$ cat config.mk
export PLATFORM = sky130hd
export DESIGN_NAME = la_rle_unpacker_flat
export DESIGN_NICKNAME = d
export VERILOG_FILES = /design/src/rtl/la_rle_unpacker_if.sv /design/src/rtl/la_rle_unpacker.sv /design/src/flat_wrapper.sv
export SDC_FILE = /design/constraint.sdc
export NUM_CORES = 1
export LEC_CHECK = 0
export BUFFER_PORTS_ARGS = -buffer_cell sky130_fd_sc_hd__buf_2
export CORE_ASPECT_RATIO = 1.5
export CORE_UTILIZATION = 40
export CTS_CLUSTER_DIAMETER = 30
export DETAILED_ROUTE_END_ITERATION = 8
export PLACE_DENSITY = 0.76
export SLEW_MARGIN = 5
export SYNTH_ARGS = -nofsm -noshare
export SYNTH_HDL_FRONTEND = slang
export SYNTH_SLANG_ARGS = --single-unit
$ cat constraint.sdc
create_clock -name axis_clk -period 6.5 [get_ports axis_clk]
set_clock_uncertainty 0.15 [all_clocks]
set_input_delay 1.3 -clock axis_clk [delete_from_list [all_inputs] [get_ports axis_clk]]
set_output_delay 1.3 -clock axis_clk [all_outputs]
set_load 0.05 [all_outputs]
$ cat src/rtl/la_rle_unpacker_if.sv
// rtl/la_rle_unpacker_if.sv - packet stream in, expanded sample stream out
interface la_rle_unpacker_if #(
    parameter int pDATA_WIDTH   = 32,
    parameter int pSAMPLE_WIDTH = 24
);
    logic [pDATA_WIDTH-1:0]   s_tdata;
    logic                     s_tvalid;
    logic                     s_tlast;
    logic [1:0]               s_tuser;
    logic                     s_tready;
    logic [pSAMPLE_WIDTH-1:0] out_data;
    logic [1:0]               out_user;
    logic                     out_valid;
    logic                     out_last;
    logic                     out_ready;

    modport slave (
        input  s_tdata, s_tvalid, s_tlast, s_tuser, out_ready,
        output s_tready, out_data, out_user, out_valid, out_last
    );

    modport master (
        output s_tdata, s_tvalid, s_tlast, s_tuser, out_ready,
        input  s_tready, out_data, out_user, out_valid, out_last
    );
endinterface

$ cat src/rtl/la_rle_unpacker.sv
// rtl/la_rle_unpacker.sv - expands {rc, sample} run-length packets into per-clock samples
module la_rle_unpacker #(
    parameter int pDATA_WIDTH   = 32,
    parameter int pSAMPLE_WIDTH = 24,
    parameter int pCNT_WIDTH    = 8
) (
    input  logic                axis_clk,
    input  logic                axis_rst_n,
    input  logic                unpack_en,
    input  logic                stat_clr,
    la_rle_unpacker_if.slave    bus,
    output logic [31:0]         sample_cnt,
    output logic [15:0]         pkt_cnt,
    output logic                err_zero_rc
);
    typedef enum logic {EMPTY, EXPAND} state_t;

    state_t                   state_q, state_d;
    logic [pCNT_WIDTH-1:0]    rem_q, rem_d;
    logic [pSAMPLE_WIDTH-1:0] data_q, data_d;
    logic [1:0]               user_q, user_d;
    logic                     last_q, last_d;
    logic                     pkt_last_q, pkt_last_d;
    logic [31:0]              sample_cnt_q, sample_cnt_d;
    logic [15:0]              pkt_cnt_q, pkt_cnt_d;
    logic                     err_q, err_d;

    logic [pCNT_WIDTH-1:0]    rc;
    logic                     out_valid, rem_is_one, ready, accept, out_hs;

    assign rc         = bus.s_tdata[pDATA_WIDTH-1 -: pCNT_WIDTH];
    assign out_valid  = (state_q == EXPAND);
    assign rem_is_one = (rem_q == pCNT_WIDTH'(1));
    assign ready      = unpack_en && (!out_valid || (bus.out_ready && rem_is_one));
    assign accept     = bus.s_tvalid && ready;
    assign out_hs     = out_valid && bus.out_ready;

    always_comb begin
        state_d      = state_q;
        rem_d        = rem_q;
        data_d       = data_q;
        user_d       = user_q;
        last_d       = last_q;
        pkt_last_d   = pkt_last_q;
        sample_cnt_d = sample_cnt_q;
        pkt_cnt_d    = pkt_cnt_q;
        err_d        = err_q;

        if (out_hs && !rem_is_one) begin
            rem_d  = rem_q - pCNT_WIDTH'(1);
            last_d = pkt_last_q && (rem_q == pCNT_WIDTH'(2));
        end else if (!out_valid || out_hs) begin
            // Either idle or showing the final sample: a new packet may take its place.
            if (accept && rc != '0) begin
                state_d    = EXPAND;
                rem_d      = rc;
                data_d     = bus.s_tdata[pSAMPLE_WIDTH-1:0];
                user_d     = bus.s_tuser;
                pkt_last_d = bus.s_tlast;
                last_d     = bus.s_tlast && (rc == pCNT_WIDTH'(1));
            end else if (out_hs || accept) begin
                state_d = EMPTY;
                rem_d   = '0;
                last_d  = 1'b0;
            end
        end

        if (stat_clr) begin
            sample_cnt_d = '0;
            pkt_cnt_d    = '0;
            err_d        = 1'b0;
        end else begin
            if (out_hs && sample_cnt_q != '1) sample_cnt_d = sample_cnt_q + 32'd1;
            if (accept)                       pkt_cnt_d    = pkt_cnt_q + 16'd1;
            if (accept && rc == '0)           err_d        = 1'b1;
        end
    end

    always_ff @(posedge axis_clk) begin
        if (!axis_rst_n) begin
            state_q      <= EMPTY;
            rem_q        <= '0;
            data_q       <= '0;
            user_q       <= '0;
            last_q       <= 1'b0;
            pkt_last_q   <= 1'b0;
            sample_cnt_q <= '0;
            pkt_cnt_q    <= '0;
            err_q        <= 1'b0;
        end else begin
            state_q      <= state_d;
            rem_q        <= rem_d;
            data_q       <= data_d;
            user_q       <= user_d;
            last_q       <= last_d;
            pkt_last_q   <= pkt_last_d;
            sample_cnt_q <= sample_cnt_d;
            pkt_cnt_q    <= pkt_cnt_d;
            err_q        <= err_d;
        end
    end

    assign bus.s_tready  = ready;
    assign bus.out_valid = out_valid;
    assign bus.out_data  = data_q;
    assign bus.out_user  = user_q;
    assign bus.out_last  = last_q;
    assign sample_cnt    = sample_cnt_q;
    assign pkt_cnt       = pkt_cnt_q;
    assign err_zero_rc   = err_q;
endmodule

$ cat src/flat_wrapper.sv
// flat-port wrapper written by rule: the top's interface ports become plain ports
module la_rle_unpacker_flat 
#(
    parameter int pDATA_WIDTH   = 32,
    parameter int pSAMPLE_WIDTH = 24,
    parameter int pCNT_WIDTH    = 8
)
  (axis_clk, axis_rst_n, unpack_en, stat_clr, sample_cnt, pkt_cnt, err_zero_rc, bus_s_tdata, bus_s_tvalid, bus_s_tlast, bus_s_tuser, bus_out_ready, bus_s_tready, bus_out_data, bus_out_user, bus_out_valid, bus_out_last);
  la_rle_unpacker_if #(.pDATA_WIDTH(pDATA_WIDTH), .pSAMPLE_WIDTH(pSAMPLE_WIDTH)) bus_i ();
  input  logic axis_clk;
  input  logic axis_rst_n;
  input  logic unpack_en;
  input  logic stat_clr;
  output logic [31:0] sample_cnt;
  output logic [15:0] pkt_cnt;
  output logic err_zero_rc;
  input wire logic [$bits(bus_i.s_tdata)-1:0] bus_s_tdata;
  input wire logic [$bits(bus_i.s_tvalid)-1:0] bus_s_tvalid;
  input wire logic [$bits(bus_i.s_tlast)-1:0] bus_s_tlast;
  input wire logic [$bits(bus_i.s_tuser)-1:0] bus_s_tuser;
  input wire logic [$bits(bus_i.out_ready)-1:0] bus_out_ready;
  output wire logic [$bits(bus_i.s_tready)-1:0] bus_s_tready;
  output wire logic [$bits(bus_i.out_data)-1:0] bus_out_data;
  output wire logic [$bits(bus_i.out_user)-1:0] bus_out_user;
  output wire logic [$bits(bus_i.out_valid)-1:0] bus_out_valid;
  output wire logic [$bits(bus_i.out_last)-1:0] bus_out_last;
  assign bus_i.s_tdata = bus_s_tdata;
  assign bus_i.s_tvalid = bus_s_tvalid;
  assign bus_i.s_tlast = bus_s_tlast;
  assign bus_i.s_tuser = bus_s_tuser;
  assign bus_i.out_ready = bus_out_ready;
  assign bus_s_tready = bus_i.s_tready;
  assign bus_out_data = bus_i.out_data;
  assign bus_out_user = bus_i.out_user;
  assign bus_out_valid = bus_i.out_valid;
  assign bus_out_last = bus_i.out_last;
  la_rle_unpacker #(.pDATA_WIDTH(pDATA_WIDTH), .pSAMPLE_WIDTH(pSAMPLE_WIDTH), .pCNT_WIDTH(pCNT_WIDTH)) u_core (.axis_clk(axis_clk), .axis_rst_n(axis_rst_n), .unpack_en(unpack_en), .stat_clr(stat_clr), .bus(bus_i), .sample_cnt(sample_cnt), .pkt_cnt(pkt_cnt), .err_zero_rc(err_zero_rc));
endmodule
# After elaboration in Yosys (flattened, before gate mapping)
# Cells that the tools add are included.
# classes
n_mul	0
reduce_logical	24
bitwise	2
div_mod_pow	0
muxes	9
magnitude_cmp	0
eq_ne	4
shifts	0
addsub	3
# op_table
operator	count
32-bit by 1-bit adder with 32-bit output (second input constant)	1
8-bit 2-to-1 mux	4
32-bit inequality test (second input constant)	1
16-bit by 1-bit adder with 16-bit output (second input constant)	1
8-bit by 1-bit equality test with 1-bit output (second input constant)	2
1-bit logical AND	10
8-bit by 2-bit equality test with 1-bit output (second input constant)	1
8-bit logical NOT	1
8-bit nonzero test	1
8-bit by 1-bit subtractor with 8-bit output (second input constant)	1
3-bit AND reduction	2
1-bit 2-to-1 mux	5
2-bit nonzero test	2
1-bit logical OR	3
3-bit nonzero test	1
1-bit logical NOT	2
1-bit NOT	2
2-bit AND reduction	1
2-bit OR reduction	1
# totals
rom_bits	0
memories	0
in_bits	41
ram_bits	0
latch_bits	0
regBits	86

# Depth between registers and ports, before layout
# Gate-level depths: netlist (run 1).
# logic_depth
depth_word	10
mapped_depth	9
ltp_nobuf	7

# Worst setup path before layout (run 1)
# OpenSTA, ideal clock, no wires.
# synth_path
path_kind	input to output
startpoint	in bus_out_ready
endpoint	out bus_s_tready
path_buffers	0
arrival_ns	2.323
path_slack_ns	2.727
stages	3
path_cell_list	inv_1 -> o41ai_4 -> and2_1
# synth_via
elab_chain_cells	3
# synth_rtl
item	line_no	text
from (decl)	flat_wrapper.sv:21	input wire logic [$bits(bus_i.out_ready)-1:0] bus_out_ready;
1-bit logical AND	la_rle_unpacker.sv:34	assign ready = unpack_en && (!out_valid || (bus.out_ready && rem_is_one));
1-bit logical OR	la_rle_unpacker.sv:34	
1-bit logical AND	la_rle_unpacker.sv:34	
to (decl)	flat_wrapper.sv:22	output wire logic [$bits(bus_i.s_tready)-1:0] bus_s_tready;
# No other way between the ends.

# Worst setup path after layout (run 1)
# Ends and elaborated chain as after synthesis.

==> results of run 1 <==
==> layout by cell type (no fill, tap or decap), types with 9 or more instances in the layout <==
cell type and count:
or3_1 17, o21ai_0 19, nor2_1 75, nand3_1 19, nand2_1 28, xnor2_1 18
mux2i_1 27, xor2_1 9, buf_2 118, a21oi_1 27, clkbuf_16 9, nand4_1 15
nor3_1 14, dfxtp_1 86
==> per-stage QoR <==
stage	hold WS, ns	util
after floorplan	0.310	-
after global placement	0.301	0.478
after detailed placement	0.312	0.478
after CTS	0.328	0.508
after global routing	0.345	0.508
final	0.321	0.508
==> kinds of logic (layout without fill, tap and decap cells) <==
group / after synthesis / count (layout) / share of synthesized area
AOI/OAI and AO/OA: 73 / 73 / 0.119
xor gates and xnor gates: 27 / 27 / 0.0598
and+or+nand+nor: 207 / 207 / 0.266
buffers and inverters: 29 / 144 / 0.0345
adders and majority gates: 5 / 5 / 0.0158
DFF: 86 / 86 / 0.436
muxes: 27 / 27 / 0.0684
==> where the power goes <==
part / internal [µW] / leakage (µW) / switching, µW
logic: 46.4 / 0.00113 / 91.0
registers: 541 / 0.000697 / 11.6
clock network: 299 / 0.000142 / 213
total: 886 / 0.00197 / 316
==> cell usage after synthesis (7+ instances only) <==
cell and n:
a21oi_1 27, clkbuf_1 15, dfxtp_1 86, inv_1 7
mux2i_1 27, nand2_1 28, nand3_1 19, nand4_1 15
nor2_1 75, nor3_1 14, o21ai_0 19, or3_1 17
or4_1 7, xnor2_1 18, xor2_1 9
==> how the worst min path moves through the flow <==
| stage | startpoint | end | slack [ns] | cells after the start |
|---|---|---|---|---|
| CTS | u_core.err_zero_rc | u_core.err_zero_rc | 0.33 | 2 |
| global placement | u_core.err_zero_rc | u_core.err_zero_rc | 0.30 | 2 |
| global route | u_core.err_zero_rc | u_core.err_zero_rc | 0.34 | 2 |
| floorplan | u_core.pkt_last_q | u_core.pkt_last_q | 0.31 | 2 |
| detailed placement | u_core.err_zero_rc | u_core.err_zero_rc | 0.31 | 2 |
| finish | u_core.err_zero_rc | u_core.err_zero_rc | 0.32 | 2 |
==> state kept, by name, indices dropped and copies added (netlist names) <==
register / cells
u_core.bus.out_valid: 1
u_core.err_zero_rc: 1
u_core.bus.out_data: 24
u_core.rem_q: 8
u_core.sample_cnt: 32
u_core.pkt_cnt: 16
u_core.pkt_last_q: 1
u_core.bus.out_last: 1
u_core.bus.out_user: 2
==> worst reg2reg max path, delay by kind of cell, from the launching register on <==
kind | cells | cell delay (ns)
AOI/OAI and AO/OA | 1 | 0.55
adders and majority gates | 1 | 0.22
buffers and inverters | 2 | 0.51
DFF | 1 | 0.44
muxes | 1 | 0.26
and+or+nand+nor | 2 | 0.27
==> layout make-up <==
| class | instances | area (µm²) |
|---|---|---|
| clock buffer | 9 | 225 |
| clock inverter | 7 | 72.6 |
| fill | 898 | 4740 |
| inverter | 8 | 30.0 |
| multi-input combinational | 339 | 2100 |
| sequential | 86 | 1720 |
| tap | 115 | 144 |
| timing repair buffer | 120 | 606 |
==> per-layer routing <==
metal	track usage	up-vias	wire length [µm]
met1	0.213	1670	3930
met4	0.0938	0	61
met3	0.0517	8	640
met2	0.353	132	5080
met5	0	-	0
li1	-	1846	-
==> metrics.cfg, run 1 <==
[outcome]
status=completed

[placement]
port_buffers=118
placed_area_um2=4600
place.gp.congestion=0.889
preCtsSetupSlack_ns=2.51
hpwlAfterDp_um=7160
post-place-cells=668

[sta]
finalSetupViolCount=0
fin_crit_ns=3.99
fin_crit_sh=0.614
timing.slew.headroom=0.492
final_hold_viol_count=0
finalWorstSetupSlack_ns=2.51
tightest_slew_ns=0.759
fmax_mhz=251
rsz0062_at_grt=no
fin_setup_tns_ns=0
maxSlewViolCount=0

[worst_setup_path]
cp_slowest_stage_delay_ns=0.57
worstPathRequired_ns=5.05
start_kind=primary input
r2r_setup_slack_ns=3.97
critPathBufInv=3
crit_path_max_fanout=9
cp.arrival_ns=2.54
path_cells=buf_2 > inv_1 > o41ai_4 > and2_1 > buf_2
r2r_end=u_core.bus.out_data[5]
crit_type=primary input to primary output
path_depth=5
timing.rr.start=u_core.rem_q[0]
end_kind=primary output
crit_path_start=bus_out_ready
r2r_cells=7
crit_end=bus_s_tready
cpMostUsedCell=buf_2
critPathTopFamily=compound AO/OA/AOI/OAI gates
cpMaxStageDelayCell=o41ai_4

[route]
via_count=3656
drtIter0Drc=120
drc=0
ant_nets=0
wire_per_inst_um=14.2
wirelength_um=9710
drtPass1Iterations=5
vias_per_cell=5.35

[clocking]
cts_max_path_buffers=2
cts_made_buffers=9
cts_setup_buffers=0
cts-root-buf=clkbuf_16
hold_buffers=0
htree_levels=3
path_clk_slew_ns=0.06
cts_tree=done
postCtsResizedCells=0
cts_sinks=86
clock_latency_ns=0.34

[floorplan]
die_x_um=83.2
initial_utilization=0.410
dieArea_um2=10300
boundaryPins=119
core_region_area_um2=9630
die_y_um=124
std_cell_rows=44

[logic_synthesis]
syn-num-nets=500
avgSynthCellArea_um2=8.70
synth_top_area_frac=0.436
ys_ff_latch=86
synthDistinctLibCells=50
synthFlopType=dfxtp_1
yosys.area.top_type=dfxtp_1
ys_top_cells_by_area=dfxtp_1 (44%), nor2_1 (7.1%), mux2i_1 (6.8%)
ys_seq_area_frac=0.436
async_reset_ff_frac=0
yosysWarnings=0
syn_inst=454
syn-cell-area_um2=3950
synth_edf_count=0

[hold_path]
hold_class=register to register

[final_layout]
design_area_um2=4900
drive_gt1_frac=0.260
n_antenna_cell=0
fin_cells=684
area_growth_syn_to_layout_pct=24.0
fin_nets=610

[global_route]
track_usage=0.195
overflow=0
grt_max_degree=44
grt_pass1_vias=3468
antenna_found_initial=0
grt_pass1_wl_um=15900

[run]
maxCapViolations=0

[power_and_ir_drop]
p_leak_uw=0.00197
ir_drop_v=0.000174
power_density_nw_per_um2=245
power_uw=1200

No activity file was read; power rests on OpenSTA's default activity.
==> run 2, diff against run 1 <==
ABC_AREA = 1   (was not set)
PLACE_DENSITY = 0.74   (was 0.76)
clock period = 4.1 ns   (was 6.5 ns; I/O delays follow)
==> run 2 against run 1 <==
Against the previous run: non-clock buffer count did not move; count of clock-buffer cells in the layout increased by 3; sequential share of layout area decreased by 5.7 points; worst hold slack improved by 0.037 ns; final area up 19%; sequential power increased by 60%; routed wire length rose by 25%; utilization fell by 0.74 points.
==> metrics.cfg, run 2 <==
[outcome]
status=completed

[floorplan]
core_region_area_um2=11700
std_cell_rows=48
die_y_um=137
die_x_um=91.8
initial_utilization=0.415
dieArea_um2=12500
boundaryPins=119

[power_and_ir_drop]
p_leak_uw=0.00263
ir_drop_v=0.000206
power_density_nw_per_um2=358

[sta]
fin_crit_sh=0.652
final_hold_viol_count=0
tightest_slew_ns=1.03
fmax_mhz=374
fin_setup_tns_ns=0
finalSetupViolCount=0
rsz0062_at_grt=no
fin_crit_ns=2.67
finalWorstSetupSlack_ns=1.43
timing.slew.headroom=0.315
maxSlewViolCount=0

[clocking]
cts-root-buf=clkbuf_16
cts_setup_buffers=0
cts_made_buffers=9
cts_max_path_buffers=2
cts_sinks=86
path_clk_slew_ns=0.06
cts_tree=done
postCtsResizedCells=0
clock_latency_ns=0.33
htree_levels=3
hold_buffers=0

[worst_setup_path]
critPathBufInv=3
cpMostUsedCell=inv_1
cp.arrival_ns=1.70
timing.rr.start=u_core.rem_q[0]
end_kind=primary output
crit_path_max_fanout=5
cp_slowest_stage_delay_ns=0.42
critPathTopFamily=simple AND/OR/NAND/NOR gates
cpMaxStageDelayCell=dfxtp_1
r2r_setup_slack_ns=1.81
worstPathRequired_ns=3.13
path_cells=ha_1 > inv_1 > nor2_2 > nand3_2 > nand2_4 > nand2_1 > inv_1 > buf_2
crit_type=register to primary output
r2r_cells=9
r2r_end=u_core.rem_q[5]
start_kind=register

[logic_synthesis]
synth_top_area_frac=0.356
synthFlopType=dfxtp_1
avgSynthCellArea_um2=6.21
ys_top_cells_by_area=dfxtp_1 (36%), nand2_1 (20%), nor2_1 (13%)
ys_seq_area_frac=0.356
ys_ff_latch=86
yosysMostFrequentCell=nand2_1
yosys.area.top_type=dfxtp_1
syn_inst=779
syn-num-nets=825
syn-cell-area_um2=4840
synth_common_cells=nand2_1 (262), nor2_1 (162), dfxtp_1 (86)
yosysWarnings=0
synth_edf_count=0
synthDistinctLibCells=36
async_reset_ff_frac=0

[global_route]
grt_pass1_vias=4608
grt_pass1_wl_um=20200
track_usage=0.198
overflow=0
grt_max_degree=63
antenna_found_initial=0

[route]
wirelength_um=12200
wire_per_inst_um=11.6
drtPass1Iterations=4
ant_nets=0
drc=0
drtIter0Drc=121
via_count=4971
vias_per_cell=4.77

[final_layout]
area_growth_syn_to_layout_pct=20.7
drive_gt1_frac=0.188
largest_register_ffs=32
fin_cells=1043
nFillCells=1220
fin_nets=934
final_common_cell=nand2_1
n_antenna_cell=0
final_cell_mix=nand2_1 (262), nor2_1 (162), buf_2 (118)

[placement]
post-place-cells=1027
hpwlAfterDp_um=8900
port_buffers=118
preCtsSetupSlack_ns=1.35
place.gp.congestion=0.898

[hold_path]
holdPathStages=4
min_to=u_core.bus.out_data[13]
hold_class=register to register
min_from=u_core.bus.out_data[13]

[run]
maxCapViolations=0

==> run 2: area by class of cell <==
type,instances,area (µm²),area share
clock buffer,12,267,0.0456
clock inverter,4,77.6,0.0133
inverter,81,308,0.0527
multi-input combinational,590,2670,0.458
sequential,86,1720,0.295
tap,150,188,0.0321
timing repair buffer,120,606,0.104
==> run 2: worst register-to-register path: stages (launching register included) <==
cell	delay [ns]
dfxtp_1	0.42
ha_1	0.17
inv_1	0.04
nor2_2	0.15
nand3_2	0.11
nand2_4	0.12
nand4_4	0.60
nor2_1	0.31
nor2_1	0.07
nor2_1	0.09
==> run 2: cell families after synthesis <==
group,count (synthesis),share of synthesized area
buffers and inverters,103,0.0916
adders and majority gates,5,0.0129
AOI/OAI and AO/OA,65,0.0693
DFF,86,0.356
and+or+nand+nor,502,0.438
xor gates and xnor gates,18,0.0326
==> run 2: per-stage QoR <==
stage	utilization	area [µm²]	total power, µW	hold slack [ns]
finish	0.501	5840	2090	0.358
global route	0.501	5840	2180	0.383
CTS	0.501	5840	2120	0.359
detailed placement	0.472	5490	1180	0.347
global placement	0.472	5490	1180	0.341
floorplan	-	4840	1120	0.341
==> run 2: worst max-delay path by stage <==
stage | start | end | slack (ns) | cells past startpoint
floorplan | bus_out_ready | bus_s_tready | 1.76 | 4
global placement | bus_s_tdata[31] | u_core.rem_q[5] | 1.42 | 9
detailed placement | axis_rst_n | u_core.sample_cnt[21] | 1.35 | 7
CTS | u_core.rem_q[0] | bus_s_tready | 1.39 | 8
global route | u_core.rem_q[0] | bus_s_tready | 1.28 | 8
finish | u_core.rem_q[0] | bus_s_tready | 1.43 | 8
==> run 2: per-layer routing <==
metal	up-vias	GRT usage	wire length [µm]	share of wire
li1	2626	-	-	-
met1	2185	0.217	4980	0.41
met2	142	0.360	6140	0.51
met3	18	0.0483	766	0.063
met4	0	0.0885	264	0.022
met5	-	0	0	0
==> run 2: power breakdown <==
group / leakage (µW) / switching [µW] / internal [µW]
Clock: 0.000169 / 335 / 586
Combinational: 0.00177 / 203 / 80.3
Sequential: 0.000699 / 18.4 / 864
Total: 0.00263 / 557 / 1530
